`config.mk`:
```
export PLATFORM = sky130hd
export DESIGN_NAME = mem_port_arbiter_flat
export DESIGN_NICKNAME = d
export VERILOG_FILES = /design/src/rtl/mem_port_arbiter_pkg.sv /design/src/rtl/mem_port_arbiter_if.sv /design/src/rtl/mem_port_arbiter_arb_pick.sv /design/src/rtl/mem_port_arbiter.sv /design/src/flat_wrapper.sv
export SDC_FILE = /design/constraint.sdc
export NUM_CORES = 1
export LEC_CHECK = 0
export BUFFER_PORTS_ARGS = -buffer_cell sky130_fd_sc_hd__buf_2
export CORE_AREA = 2 2 116 118
export DETAILED_ROUTE_END_ITERATION = 10
export DIE_AREA = 0 0 118 120
export GPL_TIMING_DRIVEN = 0
export PLACE_DENSITY = 0.73
export SLEW_MARGIN = 25
export SYNTH_ARGS = -nofsm -noshare
export SYNTH_HDL_FRONTEND = slang
export SYNTH_HIERARCHICAL = 1
export SYNTH_SLANG_ARGS = --single-unit
```
`constraint.sdc`:
```
create_clock -name clk -period 1.8 [get_ports clk]
set_input_delay 0.18 -clock clk [delete_from_list [all_inputs] [get_ports clk]]
set_output_delay 0.18 -clock clk [all_outputs]
set_load 0.03 [all_outputs]
```
`src/rtl/mem_port_arbiter_pkg.sv`:
```
// Shared types and default constants for the unified memory-port arbiter.
// Imported by the interface consumers, the picker and the top.
package mem_arb_pkg;

  localparam int DEF_AW           = 32;
  localparam int DEF_DW           = 32;
  localparam int DEF_MEM_LAT      = 1;
  localparam int DEF_STARVE_LIMIT = 4;

  typedef enum logic [1:0] {
    IDLE = 2'd0,
    WAIT = 2'd1,
    RESP = 2'd2
  } arb_state_t;

  typedef enum logic {
    OWN_C = 1'b0,
    OWN_D = 1'b1
  } owner_t;

endpackage

```
`src/rtl/mem_port_arbiter_if.sv`:
```
// Requester-side memory port bundle: request/handshake out, grant and read data back.
// The arbiter takes the slave view, each requester the master view.
interface mem_port_arbiter_if #(
  parameter int AW = 32,
  parameter int DW = 32
) ();

  logic          req;
  logic          we;
  logic [AW-1:0] addr;
  logic [DW-1:0] wdata;
  logic          gnt;
  logic          rvalid;
  logic [DW-1:0] rdata;

  modport master (output req, we, addr, wdata, input gnt, rvalid, rdata);
  modport slave  (input req, we, addr, wdata, output gnt, rvalid, rdata);

endinterface

```
`src/rtl/mem_port_arbiter_arb_pick.sv`:
```
// Winner select between the CPU and debug requesters; C has priority unless
// the debug port has waited long enough to be forced through.
module arb_pick
  import mem_arb_pkg::*;
(
  input  logic   c_req,
  input  logic   d_req,
  input  logic   starve_hit,
  output logic   pick_valid,
  output owner_t winner
);

  // Priority select with starvation override
  always_comb begin
    pick_valid = c_req | d_req;
    winner     = OWN_C;
    if (starve_hit && d_req) begin
      winner = OWN_D;
    end else if (c_req) begin
      winner = OWN_C;
    end else if (d_req) begin
      winner = OWN_D;
    end else begin
      winner = OWN_C;
    end
  end

endmodule

```
`src/rtl/mem_port_arbiter.sv`:
```
// Shares one memory port between the CPU (C) and the debug/loader (D): one
// transaction at a time, fixed read latency, read data routed to the owner.
module mem_port_arbiter
  import mem_arb_pkg::*;
#(
  parameter int AW           = DEF_AW,
  parameter int DW           = DEF_DW,
  parameter int MEM_LAT      = DEF_MEM_LAT,
  parameter int STARVE_LIMIT = DEF_STARVE_LIMIT
) (
  input  logic              clk,
  input  logic              rst,
  mem_port_arbiter_if.slave c,
  mem_port_arbiter_if.slave d,
  output logic [AW-1:0]     m_addr,
  output logic              m_we,
  output logic [DW-1:0]     m_wdata,
  input  logic [DW-1:0]     m_rdata,
  output logic              busy
);

  localparam int LW = $clog2(MEM_LAT + 1);
  localparam int SW = $clog2(STARVE_LIMIT + 1);
  localparam logic [LW-1:0] LAT_INIT   = LW'(MEM_LAT - 1);
  localparam logic [SW-1:0] STARVE_MAX = SW'(STARVE_LIMIT);

  arb_state_t    state_r;
  owner_t        owner_r;
  logic [LW-1:0] lat_cnt_r;
  logic [SW-1:0] starve_cnt_r;
  logic          rst_q_r;
  logic [DW-1:0] c_rdata_r;
  logic [DW-1:0] d_rdata_r;

  logic   starve_hit_s;
  logic   pick_valid_s;
  owner_t winner_s;
  logic   blk_s;
  logic   gnt_s;
  logic   win_c_s;
  logic   win_we_s;
  logic   resp_s;
  logic   c_rvalid_s;
  logic   d_rvalid_s;

  assign starve_hit_s = (starve_cnt_r == STARVE_MAX);

  arb_pick u_pick (
    .c_req      (c.req),
    .d_req      (d.req),
    .starve_hit (starve_hit_s),
    .pick_valid (pick_valid_s),
    .winner     (winner_s)
  );

  // Grant, memory drive and read-return routing; quiet during reset and the cycle after
  always_comb begin
    blk_s      = rst | rst_q_r;
    gnt_s      = ~blk_s & pick_valid_s & ((state_r == IDLE) | (state_r == RESP));
    win_c_s    = (winner_s == OWN_C);
    win_we_s   = win_c_s ? c.we : d.we;
    c.gnt      = gnt_s & win_c_s;
    d.gnt      = gnt_s & ~win_c_s;
    m_addr     = gnt_s ? (win_c_s ? c.addr : d.addr) : '0;
    m_wdata    = gnt_s ? (win_c_s ? c.wdata : d.wdata) : '0;
    m_we       = gnt_s & win_we_s;
    resp_s     = ~blk_s & (state_r == RESP);
    c_rvalid_s = resp_s & (owner_r == OWN_C);
    d_rvalid_s = resp_s & (owner_r == OWN_D);
    c.rvalid   = c_rvalid_s;
    d.rvalid   = d_rvalid_s;
    c.rdata    = c_rvalid_s ? m_rdata : c_rdata_r;
    d.rdata    = d_rvalid_s ? m_rdata : d_rdata_r;
    busy       = (state_r != IDLE);
  end

  // Transaction FSM, latency and starvation counters, held read data
  always_ff @(posedge clk) begin
    if (rst) begin
      state_r      <= IDLE;
      owner_r      <= OWN_C;
      lat_cnt_r    <= '0;
      starve_cnt_r <= '0;
      rst_q_r      <= 1'b1;
      c_rdata_r    <= '0;
      d_rdata_r    <= '0;
    end else begin
      rst_q_r <= 1'b0;
      if (c_rvalid_s) c_rdata_r <= m_rdata;
      if (d_rvalid_s) d_rdata_r <= m_rdata;
      if (!d.req || d.gnt) begin
        starve_cnt_r <= '0;
      end else if (starve_cnt_r < STARVE_MAX) begin
        starve_cnt_r <= starve_cnt_r + SW'(1);
      end
      case (state_r)
        IDLE, RESP: begin
          // A write finishes in its grant cycle; only reads occupy the port
          if (gnt_s && !win_we_s) begin
            owner_r   <= winner_s;
            lat_cnt_r <= LAT_INIT;
            state_r   <= (MEM_LAT == 1) ? RESP : WAIT;
          end else begin
            state_r <= IDLE;
          end
        end
        WAIT: begin
          if (lat_cnt_r == LW'(1)) begin
            lat_cnt_r <= '0;
            state_r   <= RESP;
          end else begin
            lat_cnt_r <= lat_cnt_r - LW'(1);
          end
        end
        default: state_r <= IDLE;
      endcase
    end
  end

endmodule

```
`src/flat_wrapper.sv`:
```
// flat-port wrapper written by rule: the top's interface ports become plain ports
module mem_port_arbiter_flat import mem_arb_pkg::*;
#(
  parameter int AW           = DEF_AW,
  parameter int DW           = DEF_DW,
  parameter int MEM_LAT      = DEF_MEM_LAT,
  parameter int STARVE_LIMIT = DEF_STARVE_LIMIT
)
  (clk, rst, m_addr, m_we, m_wdata, m_rdata, busy, c_req, c_we, c_addr, c_wdata, c_gnt, c_rvalid, c_rdata, d_req, d_we, d_addr, d_wdata, d_gnt, d_rvalid, d_rdata);
  mem_port_arbiter_if #(.AW(AW), .DW(DW)) c_i ();
  mem_port_arbiter_if #(.AW(AW), .DW(DW)) d_i ();
  input  logic clk;
  input  logic rst;
  output logic [AW-1:0] m_addr;
  output logic m_we;
  output logic [DW-1:0] m_wdata;
  input  logic [DW-1:0] m_rdata;
  output logic busy;
  input wire logic [$bits(c_i.req)-1:0] c_req;
  input wire logic [$bits(c_i.we)-1:0] c_we;
  input wire logic [$bits(c_i.addr)-1:0] c_addr;
  input wire logic [$bits(c_i.wdata)-1:0] c_wdata;
  output wire logic [$bits(c_i.gnt)-1:0] c_gnt;
  output wire logic [$bits(c_i.rvalid)-1:0] c_rvalid;
  output wire logic [$bits(c_i.rdata)-1:0] c_rdata;
  input wire logic [$bits(d_i.req)-1:0] d_req;
  input wire logic [$bits(d_i.we)-1:0] d_we;
  input wire logic [$bits(d_i.addr)-1:0] d_addr;
  input wire logic [$bits(d_i.wdata)-1:0] d_wdata;
  output wire logic [$bits(d_i.gnt)-1:0] d_gnt;
  output wire logic [$bits(d_i.rvalid)-1:0] d_rvalid;
  output wire logic [$bits(d_i.rdata)-1:0] d_rdata;
  assign c_i.req = c_req;
  assign c_i.we = c_we;
  assign c_i.addr = c_addr;
  assign c_i.wdata = c_wdata;
  assign c_gnt = c_i.gnt;
  assign c_rvalid = c_i.rvalid;
  assign c_rdata = c_i.rdata;
  assign d_i.req = d_req;
  assign d_i.we = d_we;
  assign d_i.addr = d_addr;
  assign d_i.wdata = d_wdata;
  assign d_gnt = d_i.gnt;
  assign d_rvalid = d_i.rvalid;
  assign d_rdata = d_i.rdata;
  mem_port_arbiter #(.AW(AW), .DW(DW), .MEM_LAT(MEM_LAT), .STARVE_LIMIT(STARVE_LIMIT)) u_core (.clk(clk), .rst(rst), .c(c_i), .d(d_i), .m_addr(m_addr), .m_we(m_we), .m_wdata(m_wdata), .m_rdata(m_rdata), .busy(busy));
endmodule
```
After elaboration in Yosys (flattened, before gate mapping). Cells that the tools add are included.

Multiplexer cells: 17. Order comparisons: 1. Equality and inequality tests: 5. Reduce and logical (&&, ||, !) cells: 12. Add/subtract/negate cells: 2. Bitwise operators: 14.

Operators by type and width (count): $mux 32 (6); $and 1x1->1 (8); $mux 1 (7); $mux 2 (2); $ne 2x1->1 const B (2); $pmux 2 s2 (1); $reduce_and 2->1 (2); $reduce_bool 2->1 (2); $reduce_or 2->1 (2); $add 3x1->3 const B (1); $eq 3x3->1 const B (1); $lt 3x3->1 const B (1); $not 1->1 (3); $or 1x1->1 (3); $eq 2x1->1 const B (1); $eq 2x2->1 const B (1); $logic_and 1x1->1 (2); $logic_not 1->1 (2); $logic_not 2->1 (1); $pmux 1 s2 (1); $logic_or 1x1->1 (1); $sub 1x1->1 const B (1).

Flip-flop bits (word level): 72. Output and inout bits: 134. Word-level logic and storage cells: 58. Input bits: 166.

Longest topological paths before layout.
Word-level depth: 8. Mapped depth: 9. Depth with buffers taken out: 7.

By module. The synthesis kept the hierarchy.

Modules (own cells, without submodules): mem_port_arbiter (cells an instance 487, area each 4601.9 um^2, seq. area each 1401.3 um^2, times used 1); arb_pick (cells an instance 3, area each 17.5 um^2, seq. area each 0.0 um^2, times used 1).

Worst setup path after synthesis. OpenSTA, ideal clock, no wires.

Path type: register to output. Start point: register u_core.starve_cnt_r[0]. End point: output port m_addr[10]. Stages on the path, launching flop included: 10. Arrival time: 1.974 ns. Data required time: 1.620 ns. Setup slack: -0.354 ns. Path buffers: 2. Cell sequence: dfxtp_1 > inv_1 > ha_1 > and2_1 > inv_1 > a21boi_1 > clkbuf_1 > buf_1 > mux2i_1 > nor2_1.

Cells in the longest elaborated chain, start to end: 5.

RTL lines: start, declared (RTL line mem_port_arbiter.sv:30) `logic [SW-1:0] starve_cnt_r;`; start signal, assigned (RTL line mem_port_arbiter.sv:94) `starve_cnt_r <= starve_cnt_r + SW'(1);`; $eq 3x3->1 (RTL line mem_port_arbiter.sv:46) `assign starve_hit_s = (starve_cnt_r == STARVE_MAX);`; named net u_core.starve_hit_s (RTL line mem_port_arbiter.sv:35) `logic starve_hit_s;`; $logic_and 1x1->1 (RTL line mem_port_arbiter_arb_pick.sv:17) `if (starve_hit && d_req) begin`; $mux 1 (RTL line mem_port_arbiter_arb_pick.sv:17); named net u_core.winner_s (RTL line mem_port_arbiter.sv:37) `owner_t winner_s;`; $mux 32 (2 in series) (RTL line mem_port_arbiter.sv:64) `m_addr = gnt_s ? (win_c_s ? c.addr : d.addr) : '0;`; end, declared (RTL line flat_wrapper.sv:14) `output logic [AW-1:0] m_addr;`.

The timed path passes the listed nets, and every way through them passes these cells.

Worst setup path after layout.
Start point: register u_core.starve_cnt_r[1]. End point: output port m_addr[9].

The elaborated chain is that of the path after synthesis.

==> results by group <==
Worst setup path
  • Worst R2R End: u_core/state_r[1]
  • Worst-path fanout max: 9
  • Most frequent CP cell: inv_2
  • Crit path kind: flip-flop to output port
  • CP required: 1620 ps
  • CP cell instances: inv_2 -> ha_4 -> and2_4 -> inv_2 -> a21boi_4 -> buf_12 -> clkbuf_16 -> mux2i_2 -> nor2_2 -> buf_6
  • Crit-path max cell delay: 330 ps
  • CP endpoint kind: output port
  • Slowest CP cell: dfxtp_2
  • Critical R2R Launch: u_core/starve_cnt_r[1]
  • R2r setup slk: 20 ps
  • Worst reg2reg path depth: 10
  • Crit start category: flip-flop
  • Worst path arrival time: 2050 ps

Synth
  • Synth Area in Simple Gates: 16.50%
  • Area leader, netlist: dfxtp_1
  • Synth warn: 6
  • Yosys top cell area share: 30.34%
  • Adder-Cell Fraction of Synth Area: 0.5417%
  • Mean Syn Cell Area: 9.427 um^2
  • Synth Area in Compound Gates: 0.5146%
  • Mapped Cells: 490
  • Main area contributors after synthesis: dfxtp_1 (30%), mux2i_1 (28%), mux2_2 (11%)
  • Seq/Total Area, Yosys: 30.34%
  • Mux contribution to synthesized area: 45.15%
  • Distinct cells, synth: 25
  • Largest family of logic cells by synthesized area: multiplexers
  • Post-Synth XOR/XNOR Area: 0.1896%
  • Synth Register Bits: 70
  • Cell area after synthesis: 4619 um^2
  • Mapped Nets: 658

STA
  • RSZ-0062 raised after global routing: yes
  • Final Hold Fails: 0
  • Relative slew slack: 57.28%
  • Worst setup margin: -425.6 ps
  • Fin crit share: 123.6%
  • Final Max Tran Viols: 0
  • Final Skew: 3.239 ps
  • Worst hold margin: 78.33 ps
  • Max Freq: 449.3 MHz
  • Worst Tran Pin Value: 640.8 ps
  • Final min period: 2226 ps
  • Final setup fails: 128

Clocking
  • CTS root buf: clkbuf_16
  • Worst-path clk slew: 50 ps
  • Hold buffers post-CTS: 0
  • TritonCTS buffer count: 9
  • H-tree depth: 3
  • CTS Buffer Depth: 2
  • Clk_lat worst skew: 330 ps
  • CTS tree: built
  • CTS sink count: 70

Drt
  • Drt drc: 0
  • Met1 wire length: 6581 um
  • Highest Signal Layer: met5
  • Routed wire length per instance: 17.93 um
  • Routed Antenna Nets: 0
  • Drt initial violations: 218
  • Pre-Repair DR Iteration Count: 4
  • Wire length on met3: 1074 um
  • Detailed Route WL: 18220 um
  • Via count: 4823
  • Via density: 4.747
  • Met2 WL: 10090 um

Floorplanning
  • Die Width: 118 um
  • Initial Utilization: 35.59%
  • Die extent in y: 120 um
  • Rows: 42
  • # IOs: 300
  • Core Area: 12980 um^2
  • Total Die Area: 14160 um^2

Place
  • Final HPWL DP: 12410 um
  • Placed insts: 965
  • PortBufs: 299
  • GP Congestion: 0.8252
  • Pre-CTS setup slack: -581.3 ps
  • Cell Area, Placed: 6481 um^2

Power and ir drop
  • IR Drop Worst-Case VDD: 0.4173 mV
  • Lkg Pwr: 4.538 nW
  • Pwr dens: 522.4 nW/um^2

Global route
  • Global-route wire length before repair: 25590 um
  • Total grt overflow: 0
  • GRT Overall Usage: 23.16%
  • Largest net degree at the start of global routing: 13
  • Vias in the first global route: 4926
  • Initial antenna violation count: 3

Worst hold path
  • WHS Path Cells: 1
  • Worst hold start: rst
  • Hold EP: u_core/rst_q_r
  • Min-delay worst type: input port to flip-flop

Cells and area
  • Post-Layout Cell Count: 1016
  • Most frequent cells in the layout: buf_2 (172), buf_6 (121), mux2i_1 (93)
  • Commonest non-fill, non-tap cell in the layout: buf_2
  • # diodes: 0
  • Final #Nets: 1003
  • Design area: 8728 um^2
  • P&R area growth vs syn: 88.95%
  • Layout cells sized above 1: 65.24%

Status
  • Violated checks: negative setup slack
  • Status: finished with violations

Job
  • Max Cap Violations: 0
-- timing repair --
| action | 4_1_cts | 5_1_grt |
|---|---|---|
| pin swaps | 7 | 6 |
| hold endpoints to repair | 0 | 0 |
| resized for setup | 336 | 99 |
| endpoints found under the setup margin | 138 | 159 |
| buffers inserted | 14 | 14 |
| cloned | 6 | 6 |
-- through the flow --
| step | power (mW) | setup TNS [ps] | utilization [%] |
|---|---|---|---|
| final | 4.560 | -36540 | 67.25 |
| after global routing | 4.694 | -43530 | 67.25 |
| after CTS | 4.452 | -37750 | 62.99 |
| after detailed placement | 2.478 | -35600 | 49.93 |
| after global placement | 2.473 | -36880 | 49.93 |
| after floorplan | 2.126 | -3466 | - |
-- flip-flops by register name (all words and copies together) (netlist names) --
register,count
u_core/d_rdata_r,32
u_core/starve_cnt_r,3
u_core/c_rdata_r,32
u_core/state_r,1
u_core/owner_r,1
u_core/rst_q_r,1
-- worst max-delay path, delay by kind of cell, from the launching register on --
kind | cells | cell delay (ps)
AOI/OAI and AO/OA | 1 | 160
muxes | 1 | 260
adders and majority gates | 1 | 120
and+or+nand+nor | 2 | 200
buffers and inverters | 5 | 630
DFF | 1 | 330
-- power by group --
part | switching, mW | internal (mW) | leakage [nW]
combinational | 0.607 | 0.615 | 3.84
clock | 0.690 | 1.07 | 0.134
sequential | 0.0125 | 1.57 | 0.567
total | 1.31 | 3.25 | 4.54
-- cells in the mapped netlist --
library cell	number
a21boi_1	1
a221oi_1	1
and2_1	3
and3b_1	1
buf_1	7
buf_2	10
buf_6	3
clkbuf_1	16
dfxtp_1	70
ha_1	2
inv_1	38
mux2_2	47
mux2_4	17
mux2i_1	130
nand2b_1	65
nand4bb_1	1
nor2_1	68
nor3_1	3
nor3b_1	1
o21bai_1	1
or2_1	1
or3b_2	1
or4b_2	1
or4b_4	1
xor2_1	1
-- layer usage --
layer	GRT usage, %	up-vias
li1	-	2330
met1	23.47	2276
met2	44.66	181
met3	6.321	34
met4	9.262	2
met5	0	-
-- final cells by class --
type | count | area (um^2)
Sequential cell | 70 | 1410
Fill cell | 1004 | 4252
Inverter | 38 | 147.6
Tap cell | 176 | 220.2
Clock inverter | 6 | 62.56
Buffer | 35 | 470.5
Multi-Input combinational cell | 346 | 3410
Clock buffer | 10 | 229.0
Timing Repair Buffer | 335 | 2779
-- logic make-up (layout without fill, tap and decap cells) --
| kind of cell | Yosys count | in the layout |
|---|---|---|
| muxes | 194 | 194 |
| and+or+nand+nor | 146 | 146 |
| buffers and inverters | 74 | 424 |
| DFF | 70 | 70 |
| AOI/OAI and AO/OA | 3 | 3 |
| adders and majority gates | 2 | 2 |
| xor gates and xnor gates | 1 | 1 |
-- worst max-delay path by stage --
| stage | startpoint | to | slack (ps) | cells past startpoint |
|---|---|---|---|---|
| detailed placement | c_req | m_wdata[19] | -580 | 7 |
| CTS | u_core/starve_cnt_r[0] | m_addr[3] | -440 | 11 |
| global route | u_core/starve_cnt_r[1] | m_addr[9] | -500 | 10 |
| floorplan | u_core/rst_q_r | m_wdata[22] | -170 | 4 |
| global placement | c_req | m_wdata[21] | -600 | 7 |
| finish | u_core/starve_cnt_r[1] | m_addr[9] | -430 | 10 |
Note: power is estimated with default switching activity, not from simulation.
